$ cat src/rtl/imem_loader_pkg.sv
// imem_loader_pkg: shared types and constants for the instruction-memory boot loader.
//   state_t        - loader FSM states
//   BYTES_PER_WORD - payload bytes per instruction word on the stream
//   HDR_BYTES      - word-count header length in bytes
package imem_loader_pkg;

  typedef enum logic [2:0] {
    IDLE   = 3'd0,
    HDR_HI = 3'd1,
    HDR_LO = 3'd2,
    DATA   = 3'd3,
    WRITE  = 3'd4,
    CSUM   = 3'd5,
    DONE   = 3'd6,
    ERR    = 3'd7
  } state_t;

  localparam int BYTES_PER_WORD = 4;
  localparam int HDR_BYTES      = 2;

endpackage

$ cat src/rtl/byte_assembler.sv
// byte_assembler: packs big-endian stream bytes into a 32-bit word.
//   clk, rst   - clock, async active-high reset
//   shift      - accept data into the low byte, shifting older bytes up
//   clear      - empty the assembler (word has been consumed)
//   data       - incoming byte
//   word       - low OUT_W bits of the assembled word
//   word_full  - pulses with the shift that completes a word
module byte_assembler
  import imem_loader_pkg::*;
#(
  parameter int OUT_W = 26
) (
  input  logic             clk,
  input  logic             rst,
  input  logic             shift,
  input  logic             clear,
  input  logic [7:0]       data,
  output logic [OUT_W-1:0] word,
  output logic             word_full
);

  logic [31:0] sr;
  logic [1:0]  cnt;

  always_ff @(posedge clk or posedge rst) begin
    if (rst) begin
      sr  <= '0;
      cnt <= '0;
    end else if (clear) begin
      sr  <= '0;
      cnt <= '0;
    end else if (shift) begin
      // Oldest byte falls off the top; the truncating cast keeps the low 32 bits.
      sr  <= 32'({sr, data});
      cnt <= cnt + 2'd1;
    end
  end

  assign word_full = shift && (cnt == 2'(BYTES_PER_WORD - 1));
  assign word      = sr[OUT_W-1:0];

endmodule

$ cat src/rtl/imem_loader.sv
// imem_loader: framed byte-stream boot loader for instruction memory.
// Frame: N (2 bytes, big-endian), N x 4 payload bytes (big-endian, bits
// [31:26] dropped), then a checksum byte equal to the mod-256 sum of all
// preceding frame bytes. CPU_Start rises only after a matching checksum.
//   CLK, RST            - clock, async active-high reset
//   BYTE_In/Valid/Ready - input byte stream handshake
//   IM_WE/Addr/WData    - instruction memory write port (one strobe per word)
//   CPU_Start           - releases the CPU after a verified load
//   Load_Err            - sticky error: oversize image or bad checksum
//   Word_Count          - words written so far
module imem_loader
  import imem_loader_pkg::*;
#(
  parameter int          ADDR_W    = 16,
  parameter int          INSTR_W   = 26,
  parameter int unsigned MAX_WORDS = 256
) (
  input  logic               CLK,
  input  logic               RST,
  input  logic [7:0]         BYTE_In,
  input  logic               BYTE_Valid,
  output logic               BYTE_Ready,
  output logic               IM_WE,
  output logic [ADDR_W-1:0]  IM_Addr,
  output logic [INSTR_W-1:0] IM_WData,
  output logic               CPU_Start,
  output logic               Load_Err,
  output logic [ADDR_W-1:0]  Word_Count
);

  state_t              state, next;
  logic [7:0]          hdr_hi;
  logic [15:0]         n_words;
  logic [7:0]          sum;
  logic [ADDR_W-1:0]   idx;
  logic [ADDR_W-1:0]   idx_inc;
  logic [15:0]         n_hdr;
  logic                ready;
  logic                accept;
  logic                last_word;
  logic                word_full;
  logic [INSTR_W-1:0]  word;

  assign ready     = (state == HDR_HI) || (state == HDR_LO) ||
                     (state == DATA)   || (state == CSUM);
  assign accept    = BYTE_Valid && ready;
  assign n_hdr     = {hdr_hi, BYTE_In};
  assign idx_inc   = idx + ADDR_W'(1);
  assign last_word = (32'(idx_inc) == 32'(n_words));

  byte_assembler #(.OUT_W(INSTR_W)) u_asm (
    .clk       (CLK),
    .rst       (RST),
    .shift     (accept && (state == DATA)),
    .clear     (state == WRITE),
    .data      (BYTE_In),
    .word      (word),
    .word_full (word_full)
  );

  always_comb begin
    next = state;
    case (state)
      IDLE:   next = HDR_HI;
      HDR_HI: if (accept) next = HDR_LO;
      HDR_LO: if (accept) begin
        if (32'(n_hdr) > MAX_WORDS) next = ERR;
        else if (n_hdr == 16'd0)     next = CSUM;
        else                         next = DATA;
      end
      DATA:   if (word_full) next = WRITE;
      WRITE:  next = last_word ? CSUM : DATA;
      CSUM:   if (accept) next = (BYTE_In == sum) ? DONE : ERR;
      DONE:   next = DONE;
      ERR:    next = ERR;
      default: next = IDLE;
    endcase
  end

  always_ff @(posedge CLK or posedge RST) begin
    if (RST) begin
      state   <= IDLE;
      hdr_hi  <= '0;
      n_words <= '0;
      sum     <= '0;
      idx     <= '0;
    end else begin
      state <= next;
      if (accept && (state == HDR_HI)) hdr_hi  <= BYTE_In;
      if (accept && (state == HDR_LO)) n_words <= n_hdr;
      // Checksum byte itself is not summed; everything before it is.
      if (accept && (state != CSUM))   sum     <= sum + BYTE_In;
      if (state == WRITE)              idx     <= idx_inc;
    end
  end

  assign BYTE_Ready = ready;
  assign IM_WE      = (state == WRITE);
  assign IM_Addr    = IM_WE ? idx  : '0;
  assign IM_WData   = IM_WE ? word : '0;
  assign CPU_Start  = (state == DONE);
  assign Load_Err   = (state == ERR);
  assign Word_Count = idx;

endmodule

$ cat config.mk
export PLATFORM = sky130hd
export DESIGN_NAME = imem_loader
export DESIGN_NICKNAME = d
export VERILOG_FILES = /design/src/rtl/imem_loader_pkg.sv /design/src/rtl/byte_assembler.sv /design/src/rtl/imem_loader.sv
export SDC_FILE = /design/constraint.sdc
export NUM_CORES = 1
export LEC_CHECK = 0
export CORE_MARGIN = 2
export CORE_UTILIZATION = 54
export CTS_CLUSTER_DIAMETER = 60
export CTS_CLUSTER_SIZE = 20
export DETAILED_ROUTE_END_ITERATION = 10
export PLACE_DENSITY_LB_ADDON = 0.2
export SETUP_SLACK_MARGIN = 0.1
export SLEW_MARGIN = 20
export SYNTH_ARGS = -nofsm -noshare
export SYNTH_HDL_FRONTEND = slang
export SYNTH_HIERARCHICAL = 1
export SYNTH_SLANG_ARGS = --single-unit
$ cat constraint.sdc
create_clock -name CLK -period 2.7 [get_ports CLK]
set_input_delay 0.675 -clock CLK [delete_from_list [all_inputs] [get_ports CLK]]
set_output_delay 0.675 -clock CLK [all_outputs]
set_load 0.01 [all_outputs]
==> impl_metrics.csv <==
group,metric,value,unit
run_status,run_status,"completed",
logic_synthesis,synth_seq_cells,79,
routing,drt_iter0_drc,187,
floorplan,fp.dieW,94.5,µm
power_and_ir_drop,clkPwrFrac,17.2,%
power_and_ir_drop,p_switching,1870,µW
floorplan,coreArea,7850,µm²
final_layout,nets,537,
final_layout,fin_util,71.0,%
logic_synthesis,synth_ff_type,"dfrtp_1",
setup_path,r2r_slack,300,ps
timing,relSlewSlack,62.7,%
timing,whs,495,ps
setup_path,rr_startpoint,"Word_Count[1]",
routing,dr.pass1.iters,4,
setup_path,critPathKind,"flop to output port",
setup_path,crit_start,"state[1]",
power_and_ir_drop,seq_power_share,41.6,%
global_route,grt_pass1_wl,17200,µm
setup_path,rr_worst_depth,8,
logic_synthesis,synthTopCellsByArea,"dfrtp_1 (45%), xnor2_1 (6.7%), mux2_2 (6.4%)",
power_and_ir_drop,ir_drop,0.660,mV
power_and_ir_drop,powerDensity,902,nW/µm²
placement,dp_hpwl,7560,µm
setup_path,cp.required,2030,ps
placement,place.gp.congestion,0.872,
setup_path,worstPathArrival,1880,ps
clock_tree,cts.reportedPaths.clkPinSlew,80,ps
setup_path,reg2reg_to,"state[1]",
setup_path,end_kind,"output port",
routing,num_vias,3499,
routing,routed-wl-met2,5090,µm
logic_synthesis,syn-mean-instance-area,10.2,µm²
floorplan,initial_core_util,56.3,%
logic_synthesis,ys_seq_area_share,44.7,%
global_route,grt_max_degree,32,
floorplan,placementRows,32,
routing,vias_per_cell,5.62,
power_and_ir_drop,p_int,3160,µW
timing,min_period,2560,ps
setup_path,startpoint_type,"flop",
routing,m1WireLength,4640,µm
logic_synthesis,syn-num-nets,453,
routing,wl_per_cell,16.9,µm
logic_synthesis,yosysTopAreaCell,"dfrtp_1",
routing,topRoutingLayerUsed,"met4",
timing,setup_viol,0,
clock_tree,clk_latency,350,ps
timing,fmax,0.391,GHz
global_route,grt_overflow,0,
final_layout,num_antenna_cells,0,
routing,drcViolationCount,0,
timing,final_hold_viol_count,0,
logic_synthesis,synth_top_area_share,44.7,%
timing,finalMaxSlewViolations,0,
timing,worstMarginPinSlew,558,ps
global_route,grt_pass1_vias,3360,
clock_tree,cts_inserted_buffers,9,
clock_tree,clock-sinks,79,
final_layout,area_delta_synth_final,26.1,%
clock_tree,clockBufferDepth,2,
power_and_ir_drop,total_power,5030,µW
global_route,grtUsageTotal,25.1,%
global_route,antenna_found_initial,0,
timing,fin_crit_sh,94.7,%
routing,finalWirelength,10500,µm
clock_tree,clock-root-buffer,"clkbuf_8",
setup_path,path_max_fanout,20,
routing,antenna_left,0,
setup_path,cp-endpoint,"IM_WData[6]",
run,maxCapViolCount,0,
logic_synthesis,ys_top_cells_by_count,"dfrtp_1 (79), and3_1 (41), nor2_1 (38), xnor2_1 (34), mux2i_1 (27)",
logic_synthesis,synth-edff-count,0,
logic_synthesis,netlist_area,4420,µm²
routing,wl_met3,555,µm
logic_synthesis,synth.most_common_cell,"dfrtp_1",
logic_synthesis,yosys_warnings,6,
final_layout,seq_area,1980,µm²
floorplan,die_height,94.5,µm
clock_tree,cts_tree,"built",
power_and_ir_drop,p_sw_share,37.2,%
power_and_ir_drop,leakagePower,0.00249,µW
clock_tree,htreeDepth,3,
final_layout,drive_gt1_share,16.7,%
logic_synthesis,yosysUniqueCellTypes,53,
floorplan,die_area,8920,µm²
final_layout,multi_input_area,2280,µm²
worst_hold_path,hold_path_class,"flop to flop",
timing,rsz0062_at_grt,"yes",
logic_synthesis,synthCells,432,
worst_hold_path,min_path_cells,2,
logic_synthesis,async_reset_ff_share,100,%
power_and_ir_drop,pwr-share-comb,41.2,%
timing,final.setup_skew,10.2,ps
final_layout,fill_cells,599,
placement,placement.io_buffers,72,
floorplan,ios,73,
-- area by class of cell --
class	count	area share (%)
Clock inverter	6	1.10
Tap cell	102	2.29
Timing Repair Buffer	101	17.2
Multi-Input combinational cell	314	40.9
Inverter	11	0.741
Clock buffer	10	2.29
Sequential cell	79	35.5
-- worst min path at each step --
stage / start / to / slack, ps
finish: sum[4] / sum[4] / 500
global route: sum[6] / sum[6] / 540
CTS: sum[4] / sum[4] / 500
detailed placement: sum[4] / sum[4] / 480
global placement: sum[6] / sum[6] / 470
floorplan: sum[2] / sum[2] / 450
-- logic make-up (layout without fill, tap and decap cells) --
group | count (synthesis) | after routing | share of synthesized area (%)
flops | 79 | 79 | 44.7
mux | 52 | 52 | 12.5
xor+xnor | 46 | 46 | 9.12
simple gates | 161 | 161 | 19.9
fa+ha+maj | 10 | 10 | 3.00
compound gates | 45 | 45 | 6.48
buf+inv | 39 | 128 | 4.30
-- routing by layer --
layer  vias up  GRT usage [%]
li1       1671              -
met1      1704           35.4
met5         -              0
met3        20           2.87
met2       104           39.9
met4         0           10.1
-- metrics by stage --
stage	setup slack [ps]	TNS, ps	instance area (µm²)	std cells
CTS	81.6	0	5560	623
global placement	46.1	0	5340	604
floorplan	586	0	4420	432
detailed placement	-84.9	-92.6	5340	604
global route	71.3	0	5570	623
finish	143	0	5570	623
-- worst max-delay path, cell delays in order (launching register included) --
cell and delay (ps):
dfrtp_1 420, nor2_4 200, buf_6 190, and3_1 180, clkdlybuf4s50_1 550
-- sequential cells by signal, indices dropped and copies added (netlist names) --
signal      cells
u_asm/sr       26
hdr_hi          8
sum             8
Word_Count     16
n_words        16
u_asm/cnt       2
state           3
-- what timing repair did --
item                                    in CTS  in global routing
pin swaps                                    0                  1
gates resized for setup                      3                  5
hold buffers                                 0                  0
endpoints found under the setup margin      44                 39
endpoints found under the hold margin        0                  0
buffers inserted                             3                  0
-- cell usage in the layout (no fill, tap or decap), types with 9 or more instances in the layout --
cell             Yosys  final
nand3_1             10     10
xor2_1              12     12
mux2i_1             27     27
o21ai_0             14     14
ha_1                 9      9
dfrtp_1             79     77
nand2_1             25     25
xnor2_1             34     34
buf_4                4     26
clkdlybuf4s50_1      0     72
and3_1              41     41
mux2_2              25     25
clkbuf_8             0      9
nor2_1              38     36
inv_1               11     10
-- power groups by stage --
stage                     clock (µW)  combinational [µW]  sequential [µW]
after global routing             930                2300             2150
after floorplan                    0                1530             1950
final                            866                2070             2090
after detailed placement           0                1990             2100
after global placement             0                1900             2080
after CTS                        868                2050             2080
No activity file was read; power rests on OpenSTA's default activity.
